**config.mk**
```make
export PLATFORM = sky130hd
export DESIGN_NAME = alu_writeback
export DESIGN_NICKNAME = d
export VERILOG_FILES = /design/src/rtl/alu_writeback.sv
export SDC_FILE = /design/constraint.sdc
export NUM_CORES = 1
export LEC_CHECK = 0
export BUFFER_PORTS_ARGS = -buffer_cell sky130_fd_sc_hd__clkbuf_2
export CAP_MARGIN = 40
export CORE_UTILIZATION = 63
export CTS_BUF_LIST = sky130_fd_sc_hd__clkbuf_4 sky130_fd_sc_hd__clkbuf_8 sky130_fd_sc_hd__clkbuf_16
export CTS_CLUSTER_DIAMETER = 100
export DETAILED_ROUTE_END_ITERATION = 8
export PLACE_DENSITY_LB_ADDON = 0.1
export SLEW_MARGIN = 25
export SYNTH_ARGS = -nofsm -noshare
export SYNTH_HDL_FRONTEND = slang
export SYNTH_SLANG_ARGS = --single-unit
```
**constraint.sdc**
```tcl
create_clock -name clk -period 7.4 [get_ports clk]
set_input_delay 0.37 -clock clk [delete_from_list [all_inputs] [get_ports clk]]
set_output_delay 0.37 -clock clk [all_outputs]
set_load 0.02 [all_outputs]
```
**src/rtl/alu_writeback.sv**
```systemverilog
// ============================================================================
//  Module   : alu_writeback
//  Purpose  : ALU writeback stage. Buffers Y1/Y2 result pairs in a FIFO and
//             retires them through a single register-file write port.
//  Revision : 1.0  initial release
// ============================================================================
`default_nettype none

module alu_writeback #(
  parameter int DATA_W = 32,
  parameter int REG_AW = 5,
  parameter int DEPTH  = 4
) (
  input  logic                         clk,
  input  logic                         rst_n,

  input  logic                         in_valid,
  output logic                         in_ready,
  input  logic [DATA_W-1:0]            in_y1,
  input  logic [DATA_W-1:0]            in_y2,
  input  logic [REG_AW-1:0]            in_dst1,
  input  logic [REG_AW-1:0]            in_dst2,
  input  logic [1:0]                   in_mask,

  output logic                         wr_en,
  input  logic                         wr_ready,
  output logic [REG_AW-1:0]            wr_addr,
  output logic [DATA_W-1:0]            wr_data,

  output logic [$clog2(DEPTH+1)-1:0]   count,
  output logic                         busy
);

  localparam int PTR_W = (DEPTH > 1) ? $clog2(DEPTH) : 1;
  localparam int CNT_W = $clog2(DEPTH+1);
  localparam logic [CNT_W-1:0] C_FULL = CNT_W'(DEPTH);

  typedef enum logic [0:0] {
    PH_FIRST  = 1'b0,
    PH_SECOND = 1'b1
  } phase_t;

  logic [DATA_W-1:0] r_y1_mem   [DEPTH];
  logic [DATA_W-1:0] r_y2_mem   [DEPTH];
  logic [REG_AW-1:0] r_dst1_mem [DEPTH];
  logic [REG_AW-1:0] r_dst2_mem [DEPTH];
  logic [1:0]        r_mask_mem [DEPTH];

  logic [PTR_W-1:0]  r_wr_ptr;
  logic [PTR_W-1:0]  r_rd_ptr;
  logic [CNT_W-1:0]  r_count;
  phase_t            r_phase;
  phase_t            w_phase_nxt;

  logic              w_push;
  logic              w_pop;
  logic              w_empty;

  logic [DATA_W-1:0] w_head_y1;
  logic [DATA_W-1:0] w_head_y2;
  logic [REG_AW-1:0] w_head_dst1;
  logic [REG_AW-1:0] w_head_dst2;
  logic [1:0]        w_head_mask;

  // Full-only readiness: a pop in the same cycle never opens a slot early.
  assign in_ready = (r_count < C_FULL);
  assign w_push   = in_valid && in_ready;
  assign w_empty  = (r_count == '0);
  assign count    = r_count;
  assign busy     = !w_empty;

  assign w_head_y1   = r_y1_mem[r_rd_ptr];
  assign w_head_y2   = r_y2_mem[r_rd_ptr];
  assign w_head_dst1 = r_dst1_mem[r_rd_ptr];
  assign w_head_dst2 = r_dst2_mem[r_rd_ptr];
  assign w_head_mask = r_mask_mem[r_rd_ptr];

  always_ff @(posedge clk) begin
    if (w_push) begin
      r_y1_mem[r_wr_ptr]   <= in_y1;
      r_y2_mem[r_wr_ptr]   <= in_y2;
      r_dst1_mem[r_wr_ptr] <= in_dst1;
      r_dst2_mem[r_wr_ptr] <= in_dst2;
      r_mask_mem[r_wr_ptr] <= in_mask;
    end
  end

  always_ff @(posedge clk) begin
    if (!rst_n) begin
      r_wr_ptr <= '0;
      r_rd_ptr <= '0;
      r_count  <= '0;
      r_phase  <= PH_FIRST;
    end else begin
      r_phase <= w_phase_nxt;
      if (w_push) begin
        r_wr_ptr <= r_wr_ptr + PTR_W'(1);
      end
      if (w_pop) begin
        r_rd_ptr <= r_rd_ptr + PTR_W'(1);
      end
      unique case ({w_push, w_pop})
        2'b10:   r_count <= r_count + CNT_W'(1);
        2'b01:   r_count <= r_count - CNT_W'(1);
        default: r_count <= r_count;
      endcase
    end
  end

  // Head sequencer: Y1 always precedes Y2; an all-zero mask still spends one cycle.
  always_comb begin
    wr_en       = 1'b0;
    wr_addr     = '0;
    wr_data     = '0;
    w_pop       = 1'b0;
    w_phase_nxt = r_phase;
    if (!w_empty) begin
      unique case (r_phase)
        PH_FIRST: begin
          if (w_head_mask[0]) begin
            wr_en   = 1'b1;
            wr_addr = w_head_dst1;
            wr_data = w_head_y1;
            if (wr_ready) begin
              if (w_head_mask[1]) begin
                w_phase_nxt = PH_SECOND;
              end else begin
                w_pop = 1'b1;
              end
            end
          end else if (w_head_mask[1]) begin
            wr_en   = 1'b1;
            wr_addr = w_head_dst2;
            wr_data = w_head_y2;
            w_pop   = wr_ready;
          end else begin
            w_pop = 1'b1;
          end
        end
        PH_SECOND: begin
          wr_en   = 1'b1;
          wr_addr = w_head_dst2;
          wr_data = w_head_y2;
          if (wr_ready) begin
            w_pop       = 1'b1;
            w_phase_nxt = PH_FIRST;
          end
        end
        default: w_phase_nxt = PH_FIRST;
      endcase
    end
  end

endmodule

`default_nettype wire

```
# Word level (Yosys, flattened, before mapping)
# Memory sizes are Yosys's and may differ from the RTL's. A register that Yosys moved wholly into a read port is not among the register bits.
# Cells that the tools add are included.
# classes
n_addsub	4
magnitude_cmp	1
n_eq_ne	2
muxes	36
n_bitwise	1
n_reduce_logical	4
# op_table
cell	n
$mux 32	3
$pmux 32 s2	1
$mux 2	10
$mux 5	3
$mux 1	14
$pmux 5 s2	1
$pmux 1 s2	3
$pmux 3 s2	1
$add 2x1->2 const B	2
$add 3x1->3 const B	1
$logic_not 3->1	1
$lt 3x3->1 const B	1
$sub 3x1->3 const B	1
$eq 2x1->1 const B	1
$eq 2x2->1 const B	1
$reduce_bool 2->1	1
$logic_and 1x1->1	1
$logic_not 1->1	1
$not 1->1	1
# totals
reg_bits	8
mem_bits_rw	304
inputBits	80
output_inout_bits	43
elab_cells	57
memories	5
# mem_list
memory	depth	word_bits	rd	rd_clocked_by_memory_dff	write_ports	line	text
r_y1_mem	4	32	1	1	1	43	logic [DATA_W-1:0] r_y1_mem [DEPTH];
r_y2_mem	4	32	1	1	1	44	logic [DATA_W-1:0] r_y2_mem [DEPTH];
r_dst1_mem	4	5	1	1	1	45	logic [REG_AW-1:0] r_dst1_mem [DEPTH];
r_dst2_mem	4	5	1	1	1	46	logic [REG_AW-1:0] r_dst2_mem [DEPTH];
r_mask_mem	4	2	1	1	1	47	logic [1:0] r_mask_mem [DEPTH];

# Longest topological paths before layout
# depth
ltp_word	7
ltp_mapped	10
depth_no_buf	9

# Least setup slack after synthesis
# Ideal clock, no wire load.
# synth_path
kind	reg-to-reg
from	register r_count[2], in the netlist count[2]
to	memory r_dst1_mem[0][0] (enable)
setup_time_ns	0.443
arrival_ns	2.562
required_time_ns	6.957
path_slack_ns	4.396
stages_incl_launch_ff	4
path_buffers	1
synth_period_minus_slack_ns	3.004
cell_sequence	dfxtp_1 nor2b_1 clkbuf_1 and2_1
# synth_between
elab_chain_len	4
# synth_lines
item	line	text
start, declared	51	logic [CNT_W-1:0] r_count;
start signal, assigned	103	2'b10: r_count <= r_count + CNT_W'(1);
start signal, assigned	104	2'b01: r_count <= r_count - CNT_W'(1);
start signal, assigned	105	default: r_count <= r_count;
$lt 3x3->1	66	assign in_ready = (r_count < C_FULL);
$logic_and 1x1->1	67	assign w_push = in_valid && in_ready;
$mux 1	79	if (w_push) begin
$mux 1 (implied by the code)	82	r_dst1_mem[r_wr_ptr] <= in_dst1;
end, declared	45	
# Every way passes these cells.

==> metrics <==
status finished, final reports clean; CORE AREA 0.0188 mm^2; CP required 7.03 ns; syn_nets 691; Worst Setup End Kind output port; router iterations before antenna repair 5; # rows 50; global-route wire length before repair 35.0 mm; Root Buffer Master clkbuf_16; largest net degree at the start of global routing 56; routed via count 6135; vias in the first global route 6488; count of state elements after synthesis 314; IO Count 123; DRC violations left 0; fraction of layout cells with a size suffix above 1 0.354; chip height 141 um; Netlist Area Pre-Place 0.0122 mm^2; syn avg cell area 20.1 um^2; commonest non-fill, non-tap cell in the layout edfxtp_1; die width 141 um; Pint 3810 uW; Post-Synthesis Cells 605; fin crit period 3.52 ns; wirelength, routed 22.7 mm; # setup viols final 0; Slew Limit Fails 0; Total Routing Usage GR 0.236; hold buffers post-CTS 0; non-filler instance count after layout 1022; htree depth 1; worst-path cell chain buf_6 -> mux4_2 -> a21o_1 -> buf_8 -> a22oi_1 -> nor2_1 -> clkbuf_2; initial antenna violation count 0; Final GP Congestion 0.779; Flop pwr share 0.417; postcts setup bufs 0; HPWL Detailed 13.5 mm; final hold vios 0; CP Buf/Inv Count 3; Sw Share 0.319; Post-Place Cells 968; Diodes inserted 0; total gr overflow 0; IR drop worst, VDD 0.226 mV; Clock Pin Slew Worst Setup and Hold Paths 0.06 ns; Port Buf Inserts 122; Yosys Warn Count 0; Psw 1780 uW; Critical Path Fanout Max 26; Netlist cell types 40; fin area 0.0141 mm^2; period utilisation layout 0.476; CTS max path bufs 3; PwrDens 397 mW/mm^2; CTS Buf Count 30; die area 0.0199 mm^2; Worst Path Arrival 3.15 ns; Clk Latency, worst-skew pair 0.55 ns; slowest cell on the critical path mux4_2; post-placement cell area 0.0131 mm^2; worst rel slew slack 0.462; area grow syn2layout 15.7%; RSZ-0062 raised after global routing no; Final nets 828; Setup WS pre-CTS 3.74 ns; Final WS setup 3.88 ns; Final TNS setup 0 ns; HP Class input pin to register; Post-DRT Antenna Nets 0; Post-CTS Resized 0; max-cap violations 0; critical path type register to output port; fmax 284 MHz; clock share of power 0.258; Detailed Route Iter0 Violations 461; Wirelength per Cell 22.2 um; Comb power frac 0.324; TritonCTS clock tree built; peak per-stage delay on the critical path 0.64 ns; FILL cells 1112; CTS sink cnt 314; Setup Skew 0.0117 ns; most frequent cells in the layout 304 x edfxtp_1, 122 x clkbuf_2, 56 x mux4_2; CP Launch Type register; Pleak 0.00478 uW; initial core utilization 0.647; Vias/cell 6.00; Slew @ Worst Pin 0.808 ns; Largest delay share family, worst path buffers and inverters; Seq/Total Area, Yosys 0.766
## routing by layer
| layer | wire, um | vias up | share of wire | global-route usage |
|---|---|---|---|---|
| met5 | 0 | - | 0 | 0 |
| met4 | 436 | 0 | 0.019 | 0.0686 |
| met2 | 11700 | 236 | 0.51 | 0.401 |
| met3 | 1620 | 40 | 0.071 | 0.0465 |
| li1 | - | 2750 | - | - |
| met1 | 8960 | 3109 | 0.39 | 0.317 |
## cell families (layout without fill, tap and decap cells)
logic type | count (synthesis) | in the layout | share of synthesized area
flops | 314 | 314 | 0.766
mux | 86 | 86 | 0.131
xor+xnor | 4 | 4 | 0.00288
fa+ha+maj | 6 | 6 | 0.00678
simple gates | 85 | 85 | 0.0324
buf+inv | 40 | 197 | 0.0159
compound gates | 70 | 70 | 0.0451
## power groups by stage
stage	Combinational, uW	Sequential (uW)	Clock (uW)
final	1810	2330	1450
after detailed placement	1790	2370	0
after global routing	1950	2350	1540
after CTS	1810	2330	1460
after global placement	1730	2350	0
after floorplan	1290	2350	0
## cell usage after synthesis, drive strengths merged
master | n | area share
a21boi | 1 | 0.00062
mux2i | 12 | 0.010
o22a | 1 | 0.00072
ha | 5 | 0.0051
or2 | 1 | 0.00051
a32o | 1 | 0.00082
xnor2 | 2 | 0.0014
nor2 | 40 | 0.014
dfxtp | 10 | 0.016
o21bai | 1 | 0.00062
mux2 | 18 | 0.017
o21ai | 2 | 0.00082
o31ai | 1 | 0.0017
buf | 21 | 0.010
nor4 | 7 | 0.0036
and2 | 9 | 0.0046
or3 | 1 | 0.00051
o22ai | 1 | 0.0016
edfxtp | 304 | 0.75
o21ba | 1 | 0.00082
nand2b | 2 | 0.0010
inv | 11 | 0.0034
nor2b | 3 | 0.0015
a21o | 1 | 0.00062
nor3 | 2 | 0.00082
nand2 | 20 | 0.0062
a221o | 17 | 0.014
a22oi | 23 | 0.014
clkbuf | 8 | 0.0025
a21oi | 20 | 0.0085
fa | 1 | 0.0016
xor2 | 2 | 0.0014
mux4 | 56 | 0.10
## sequential cells by signal (all words and copies together) (netlist names), named ones only
name        flops
r_wr_ptr        2
r_mask_mem      8
r_y1_mem      128
r_rd_ptr        2
count           3
r_dst1_mem     20
r_dst2_mem     20
r_y2_mem      128
r_phase         1
## through the flow
stage | hold WS, ns | total power (uW) | utilization
after floorplan | 0.449 | 3630 | -
after global placement | 0.475 | 4080 | 0.692
after detailed placement | 0.482 | 4160 | 0.696
after CTS | 0.0155 | 5600 | 0.746
after global routing | 0.0236 | 5840 | 0.748
final | 0.0387 | 5590 | 0.748
## worst register-to-register path, stage by stage (launching register included)
cell and delay, ns:
dfxtp_4 0.49, buf_6 0.40, mux4_2 0.66, o21bai_1 0.20, a32o_1 0.21, ha_1 0.20
inv_1 0.06, fa_1 0.37, xor2_1 0.16, or3_1 0.30, a21boi_0 0.19
## worst paths after layout
check / startpoint / to / slack (ns) / cells past startpoint
min reg2reg: r_rd_ptr[1]$_SDFFE_PN0P_ / register / 0.50 / 2
min: in_dst1[4] / r_dst1_mem[0][4]$_DFFE_PP_ / 0.04 / 1
max reg2reg: register / count[2]$_SDFFE_PN0P_ / 4.09 / 10
max: register / wr_data[25] / 3.88 / 7
## area by class of cell
cell class | count | area, um^2 | area share
Sequential cell | 314 | 9330 | 0.662
Multi-Input combinational cell | 251 | 2670 | 0.189
Clock buffer | 41 | 857 | 0.0608
Timing Repair Buffer | 134 | 779 | 0.0553
Tap cell | 260 | 325 | 0.0231
Clock inverter | 11 | 86.3 | 0.00613
Inverter | 11 | 41.3 | 0.00293
(Power assumes the default switching activity.)
